**src/rtl/regop_pkg.sv**
```systemverilog
// regop_pkg -- shared definitions for the regop_file register/op unit.
//   OP_NOP..OP_SWAP : 3-bit operation codes
//   OPW             : op code width
//   CNTW            : width of the accepted-op counter
//   op_sets_cf()    : true for ops that update the carry/borrow flag
package regop_pkg;

  localparam int OPW  = 3;
  localparam int CNTW = 16;

  localparam logic [OPW-1:0] OP_NOP  = 3'b000;
  localparam logic [OPW-1:0] OP_INC  = 3'b001;
  localparam logic [OPW-1:0] OP_DEC  = 3'b010;
  localparam logic [OPW-1:0] OP_CLR  = 3'b011;
  localparam logic [OPW-1:0] OP_LOAD = 3'b100;
  localparam logic [OPW-1:0] OP_ADD  = 3'b101;
  localparam logic [OPW-1:0] OP_MOV  = 3'b110;
  localparam logic [OPW-1:0] OP_SWAP = 3'b111;

  function automatic logic op_sets_cf(input logic [OPW-1:0] op);
    return (op == OP_INC) || (op == OP_DEC) || (op == OP_ADD);
  endfunction

endpackage

```
**src/rtl/regop_alu.sv**
```systemverilog
// regop_alu -- combinational result/carry generator for one regop_file op.
// Ports:
//   op     in  OPW  operation code
//   a      in  W    destination register value (Rd)
//   b      in  W    source register value (Rs)
//   din    in  W    immediate for LOAD
//   result out W    new value for Rd
//   carry  out 1    carry-out (INC/ADD) or borrow (DEC); 0 for other ops
// Build option: define REGOP_SAT_EN to clamp INC/ADD at all-ones and DEC at
// zero instead of wrapping. carry still reports the would-be carry/borrow.
module regop_alu
  import regop_pkg::*;
#(
  parameter int W = 8
) (
  input  logic [OPW-1:0] op,
  input  logic [W-1:0]   a,
  input  logic [W-1:0]   b,
  input  logic [W-1:0]   din,
  output logic [W-1:0]   result,
  output logic           carry
);

`ifdef REGOP_SAT_EN
  // Bit W of the extended sum is the carry: clamp to all-ones when set.
  function automatic logic [W-1:0] sat_hi(input logic [W:0] s);
    return s[W] ? '1 : s[W-1:0];
  endfunction

  // Bit W of the extended difference is the borrow: clamp to zero when set.
  function automatic logic [W-1:0] sat_lo(input logic [W:0] s);
    return s[W] ? '0 : s[W-1:0];
  endfunction
`endif

  logic [W:0] w_sum;

  always_comb begin
    w_sum  = '0;
    result = a;
    carry  = 1'b0;
    case (op)
      OP_INC: begin
        w_sum = {1'b0, a} + {{W{1'b0}}, 1'b1};
        carry = w_sum[W];
`ifdef REGOP_SAT_EN
        result = sat_hi(w_sum);
`else
        result = w_sum[W-1:0];
`endif
      end
      OP_DEC: begin
        // Extended subtraction sets bit W exactly when a == 0 (borrow).
        w_sum = {1'b0, a} - {{W{1'b0}}, 1'b1};
        carry = w_sum[W];
`ifdef REGOP_SAT_EN
        result = sat_lo(w_sum);
`else
        result = w_sum[W-1:0];
`endif
      end
      OP_CLR:  result = '0;
      OP_LOAD: result = din;
      OP_ADD: begin
        w_sum = {1'b0, a} + {1'b0, b};
        carry = w_sum[W];
`ifdef REGOP_SAT_EN
        result = sat_hi(w_sum);
`else
        result = w_sum[W-1:0];
`endif
      end
      OP_MOV:  result = b;
      OP_SWAP: result = b;
      default: result = a;
    endcase
  end

endmodule

```
**src/rtl/regop_file.sv**
```systemverilog
// regop_file -- N x W register file applying one op per clock to a selected
// destination register, optionally reading a source register.
// Ports:
//   clk      in  1     rising-edge clock
//   reset    in  1     asynchronous active-high reset, clears all state
//   op_valid in  1     op/dest/src/din sampled only when high
//   op       in  3     operation code (regop_pkg OP_*)
//   dest     in  IW    destination register index
//   src      in  IW    source register index
//   din      in  W     immediate for LOAD
//   r_flat   out N*W   register k at bits [k*W +: W]
//   cf       out 1     carry/borrow flag (updated by INC/DEC/ADD only)
//   op_cnt   out 16    count of executed ops, wraps
// Build option: REGOP_SAT_EN selects saturating arithmetic in regop_alu.
module regop_file
  import regop_pkg::*;
#(
  parameter  int N  = 4,
  parameter  int W  = 8,
  localparam int IW = $clog2(N)
) (
  input  logic              clk,
  input  logic              reset,
  input  logic              op_valid,
  input  logic [OPW-1:0]    op,
  input  logic [IW-1:0]     dest,
  input  logic [IW-1:0]     src,
  input  logic [W-1:0]      din,
  output logic [N*W-1:0]    r_flat,
  output logic              cf,
  output logic [CNTW-1:0]   op_cnt
);

  logic [W-1:0]    r_regs [N];
  logic            r_cf;
  logic [CNTW-1:0] r_cnt;

  logic            w_idx_ok;
  logic            w_accept;
  logic [W-1:0]    w_a;
  logic [W-1:0]    w_b;
  logic [W-1:0]    w_result;
  logic            w_carry;

  // Indices past N-1 are only reachable when N is not a power of two;
  // such ops are dropped entirely (no write, no count, cf holds).
  assign w_idx_ok = (int'(dest) < N) && (int'(src) < N);
  assign w_accept = op_valid && w_idx_ok;
  assign w_a      = w_idx_ok ? r_regs[dest] : '0;
  assign w_b      = w_idx_ok ? r_regs[src]  : '0;

  regop_alu #(.W(W)) u_alu (
    .op     (op),
    .a      (w_a),
    .b      (w_b),
    .din    (din),
    .result (w_result),
    .carry  (w_carry)
  );

  always_ff @(posedge clk or posedge reset) begin
    if (reset) begin
      for (int k = 0; k < N; k++) r_regs[k] <= '0;
      r_cf  <= 1'b0;
      r_cnt <= '0;
    end else if (w_accept) begin
      r_regs[dest] <= w_result;
      // SWAP's second write uses the pre-edge Rd; with dest==src both
      // writes carry the same value so the register is unchanged.
      if (op == OP_SWAP) r_regs[src] <= w_a;
      if (op_sets_cf(op)) r_cf <= w_carry;
      r_cnt <= r_cnt + 1'b1;
    end
  end

  for (genvar k = 0; k < N; k++) begin : g_flat
    assign r_flat[k*W +: W] = r_regs[k];
  end

  assign cf     = r_cf;
  assign op_cnt = r_cnt;

endmodule
```
**config.mk**
```make
export PLATFORM = sky130hd
export DESIGN_NAME = regop_file
export DESIGN_NICKNAME = d
export VERILOG_FILES = /design/src/rtl/regop_pkg.sv /design/src/rtl/regop_alu.sv /design/src/rtl/regop_file.sv
export SDC_FILE = /design/constraint.sdc
export NUM_CORES = 1
export LEC_CHECK = 0
export CAP_MARGIN = 20
export CORE_ASPECT_RATIO = 1.4
export CORE_MARGIN = 4
export CORE_UTILIZATION = 35
export CTS_CLUSTER_DIAMETER = 40
export DETAILED_ROUTE_END_ITERATION = 7
export DONT_BUFFER_PORTS = 1
export GPL_TIMING_DRIVEN = 0
export PLACE_DENSITY_LB_ADDON = 0.05
export SLEW_MARGIN = 10
export SYNTH_ARGS = -nofsm -noshare
export SYNTH_HDL_FRONTEND = slang
export SYNTH_SLANG_ARGS = --single-unit
```
**constraint.sdc**
```tcl
create_clock -name clk -period 3.3 [get_ports clk]
set_input_delay 0.66 -clock clk [delete_from_list [all_inputs] [get_ports clk]]
set_output_delay 0.66 -clock clk [all_outputs]
set_load 0.005 [all_outputs]
```
==> impl_summary.txt <==
----------------------------------------------------
[Status]
  Result of the run ... finished, final reports clean

[Critical path]
  Sequence of cells on the critical path ... buf_6, mux4_2, ha_1, inv_1, fa_1, nor2b_1, o31a_1, o21a_1, o31a_1, a2111oi_4, buf_4, a221oi_1
  Cell family contributing the most delay on the critical path ... compound AO/OA/AOI/OAI gates
  Cell occurring most often along the worst timing path ... sky130_fd_sc_hd__o31a_1
  Flop2flop setup slack ... 180 ps
  Highest-delay cell along the critical path ... sky130_fd_sc_hd__mux4_2
  Signal arrival time at the worst endpoint ... ~3400 ps
  CP Class ... input port to flop
  Maximum fanout along the worst path ... 10
  Largest stage delay on the critical path ... 570 ps
  Data required time of the critical path ... 3450 ps
  Endpoint type of the worst setup path ... flop
  CP Launch Type ... input port
  Buffering stage count on the worst path with inverters included ... 3

[Synth]
  Synth area leader ... sky130_fd_sc_hd__dfrtp_1
  Area fraction of the dominant cell type after synthesis ... between 30% and 40%
  Number of synthesized flops with an enable pin ... 0
  Mapped Area ... 3810 sq um
  Mean instance size in the synthesized netlist ... 9.09 sq um
  Dominant cell by count in the synthesized netlist ... sky130_fd_sc_hd__dfrtp_1
  Net Count, Synth ... approximately 450
  Predominant post-synthesis flop cell ... sky130_fd_sc_hd__dfrtp_1
  Number of warnings issued by yosys ... 0
  Post-synthesis register bit count ... 49
  Count of different cell masters after synthesis ... 61
  Synth area leaders ... sky130_fd_sc_hd__dfrtp_1 32%, sky130_fd_sc_hd__mux4_2 10%, sky130_fd_sc_hd__nand2_1 4.2%, sky130_fd_sc_hd__nor2_1 4.2%, sky130_fd_sc_hd__ha_1 3.6%
  Synth cell count leaders ... 49 x sky130_fd_sc_hd__dfrtp_1, 43 x sky130_fd_sc_hd__nand2_1, 43 x sky130_fd_sc_hd__nor2_1
  Post-Synthesis Cells ... 419
  Post-synth ARST share ... 100%
  Post-synthesis sequential area ratio ... 32.2%

[Detailed routing]
  Starting DRT DRC Count ... around 290
  Final antenna-violating net count ... 0
  Detailed-route via count ... roughly 3600
  Via density per instance ... between 6 and 7
  Initial DRT Pass Iterations ... 5
  Final routed wire length divided by cell count ... 24.1 um
  Number of remaining DRC errors ... 0
  Sum of routed wire length over all layers ... approximately 14000 um

[STA]
  Final Hold Vio Count ... 0
  Pin slew with the least headroom to its limit ... 1060 ps
  Final Setup Violations ... 0
  Max-Slew Margin vs Limit ... 28.6%
  Final Slew Violations ... 0
  Hold WS ... 199 ps
  Shortest clock period the worst path allows after layout ... 3240 ps
  Fmax ... around 310 MHz
  Fin Clk Skew ... 9.78 ps
  Final worst slack ... about 59 ps
  Tcrit/Tclk final ... 98.2%

[Die]
  Initial Util ... 36.2%
  Top Ports ... 67
  Area of the core region ... 10500 sq um
  Full die area ... 12600 sq um
  Vert. Die Dim ... around 130 um
  Number of core rows ... 44
  Width of the die ... 96.2 um

[Layout]
  Share of layout cells above drive strength 1 ... about an eighth
  Footprint of the flip-flops and latches ... 1230 sq um
  Area growth from synthesis to layout ... 10.5%
  Multi-input combinational cell area ... 2440 sq um
  # nets final ... 460
  Filler instances ... 1088
  Antenna fix cells ... 0
  Cell area after layout ... around 4200 sq um
  End-of-flow core utilization ... approximately two fifths

[Pwr]
  Power per cell area ... 632 nW/um^2
  Static leakage power ... 1.58 nW
  Worst supply voltage drop on vdd ... 0.304 mV
  Power after layout ... 2.66 mW

[Job]
  Number of max-cap violations ... 0

[Global routing]
  Pin count of the biggest net entering global routing ... 36
  Global-route wire length before repair ... 21200 um
  Vias in the first global route ... about 3700
  Overflow left after global routing ... 0
  Initial antenna violation count ... 0
  GRT Total Usage ... 22.1%

[Clock network]
  Buffer type at the clock tree root ... sky130_fd_sc_hd__clkbuf_16
  Sinks on Clock Net ... 49
  Htree depth ... 2
  Clock latency reported for the late side of the worst-skew pair ... 300 ps
  Clock buffer depth ... 2
  Clock transition at the registers of the reported paths ... ~70 ps
  CTS tree ... done
  TritonCTS buffer count ... 5

[Place]
  Half-perimeter wire length after detailed placement ... 10500 um
  Count of input and output buffers ... 0
  Worst setup slack before clock tree synthesis ... -463 ps
  Gp weighted congestion ... 0.913
  Cell area reported after detailed placement ... 4020 sq um

[Min path]
  Worst hold path class ... input port to async pin

----------------------------------------------------
[timing repair]
item                                    4_1_cts  5_1_grt
setup buffers                                 1        2
hold endpoints to repair                      0        0
hold buffers                                  0        0
endpoints found under the setup margin        7        4
pin swaps                                     0        1
resized for setup                             2        6
[logic make-up (layout without fill, tap and decap cells)]
| kind of cell | after synthesis | after routing | share of synthesized area (%) |
|---|---|---|---|
| AO/OA/AOI/OAI | 130 | 130 | 24.5 |
| XOR/XNOR | 22 | 22 | 5.06 |
| adder cells (fa/ha/maj) | 12 | 12 | 4.14 |
| buffers and inverters | 39 | 51 | 4.70 |
| flip-flops | 49 | 49 | 32.2 |
| multiplexers | 19 | 19 | 10.6 |
| AND/OR/NAND/NOR | 148 | 148 | 18.8 |
[worst paths after layout]
check	startpoint	to	cells past startpoint
setup / recovery	src[0]	r_flat[22]$_DFFE_PP0P_	12
hold / removal	reset	r_flat[7]$_DFFE_PP0P_	1
setup reg to reg	r_flat[24]$_DFFE_PP0P_	r_flat[22]$_DFFE_PP0P_	11
hold reg to reg	op_cnt[15]$_DFFE_PP0P_	op_cnt[15]$_DFFE_PP0P_	1
max in group asynchronous	reset	r_flat[25]$_DFFE_PP0P_	2
min in group clk	op_cnt[15]$_DFFE_PP0P_	op_cnt[15]$_DFFE_PP0P_	1
[area by class of cell]
| cell class | count | share of cell area [%] |
|---|---|---|
| inverter | 12 | 1.07 |
| timing repair buffer | 4 | 1.01 |
| sequential | 49 | 29.1 |
| tap | 138 | 4.10 |
| clock buffer | 8 | 3.24 |
| multi-input combinational | 331 | 58.0 |
| buffer | 27 | 3.45 |
[worst reg2reg max path: cells and delay by family, from the launching register on]
family | cells | cell delay (ps)
compound gates | 5 | 1170
fa+ha+maj | 2 | 470
buf+inv | 2 | 270
flops | 1 | 430
mux | 1 | 550
simple gates | 1 | 80
[metrics by stage]
step / std cells / TNS [ps]
5_1_grt: 569 / -1.00
3_5_place_dp: 558 / -5610
2_1_floorplan: 419 / 0
4_1_cts: 567 / 0
3_3_place_gp: 557 / -4870
6_report: 569 / 0
[sequential cells by signal, indices dropped and copies added, names as in the netlist]
signal and flops:
cf 1, op_cnt 16, r_flat 32
[layer usage]
layer  part of all wire, %  wire length (um)  global-route usage (%)
met1                    37              5070                    25.6
met2                    51              7050                    37.3
met3                   7.3               998                    4.92
met4                   4.2               575                    11.0
met5                     0                 0                       0
[power breakdown]
group	total, mW	internal, mW	leakage, nW	switching [mW]
Clock	0.510	0.283	0.0652	0.227
Combinational	1.17	0.514	0.891	0.656
Sequential	0.981	0.750	0.622	0.231
[cell usage in the layout, fill, tap and decap left out, types with 3 or more instances in the layout]
| cell | synthesis | final |
|---|---|---|
| sky130_fd_sc_hd__and2_1 | 5 | 5 |
| sky130_fd_sc_hd__o21a_1 | 5 | 5 |
| sky130_fd_sc_hd__nor2b_1 | 6 | 6 |
| sky130_fd_sc_hd__o31ai_1 | 11 | 11 |
| sky130_fd_sc_hd__a221oi_1 | 6 | 4 |
| sky130_fd_sc_hd__o211ai_1 | 3 | 3 |
| sky130_fd_sc_hd__nor3_1 | 8 | 8 |
| sky130_fd_sc_hd__inv_1 | 12 | 11 |
| sky130_fd_sc_hd__nand2b_1 | 9 | 9 |
| sky130_fd_sc_hd__buf_2 | 5 | 5 |
| sky130_fd_sc_hd__nand2_1 | 43 | 43 |
| sky130_fd_sc_hd__a32oi_1 | 6 | 6 |
| sky130_fd_sc_hd__o21ai_0 | 25 | 24 |
| sky130_fd_sc_hd__a22o_1 | 3 | 3 |
| sky130_fd_sc_hd__nand3_1 | 12 | 12 |
| sky130_fd_sc_hd__ha_1 | 11 | 10 |
| sky130_fd_sc_hd__or3_1 | 6 | 6 |
| sky130_fd_sc_hd__dfrtp_1 | 49 | 49 |
| sky130_fd_sc_hd__a21o_1 | 4 | 4 |
| sky130_fd_sc_hd__a22oi_1 | 3 | 3 |
| sky130_fd_sc_hd__o22ai_1 | 10 | 10 |
| sky130_fd_sc_hd__o221ai_1 | 3 | 3 |
| sky130_fd_sc_hd__a221oi_2 | 1 | 3 |
| sky130_fd_sc_hd__xor2_1 | 7 | 7 |
| sky130_fd_sc_hd__o221a_1 | 4 | 4 |
| sky130_fd_sc_hd__nor2_1 | 43 | 43 |
| sky130_fd_sc_hd__buf_4 | 1 | 4 |
| sky130_fd_sc_hd__mux4_2 | 17 | 17 |
| sky130_fd_sc_hd__a21oi_1 | 26 | 26 |
| sky130_fd_sc_hd__buf_6 | 3 | 3 |
| sky130_fd_sc_hd__clkbuf_1 | 16 | 19 |
| sky130_fd_sc_hd__clkbuf_16 | 0 | 5 |
| sky130_fd_sc_hd__o221ai_2 | 3 | 3 |
| sky130_fd_sc_hd__xnor2_1 | 15 | 15 |
| sky130_fd_sc_hd__nand4_1 | 7 | 7 |
No activity file was read; power rests on OpenSTA's default activity.
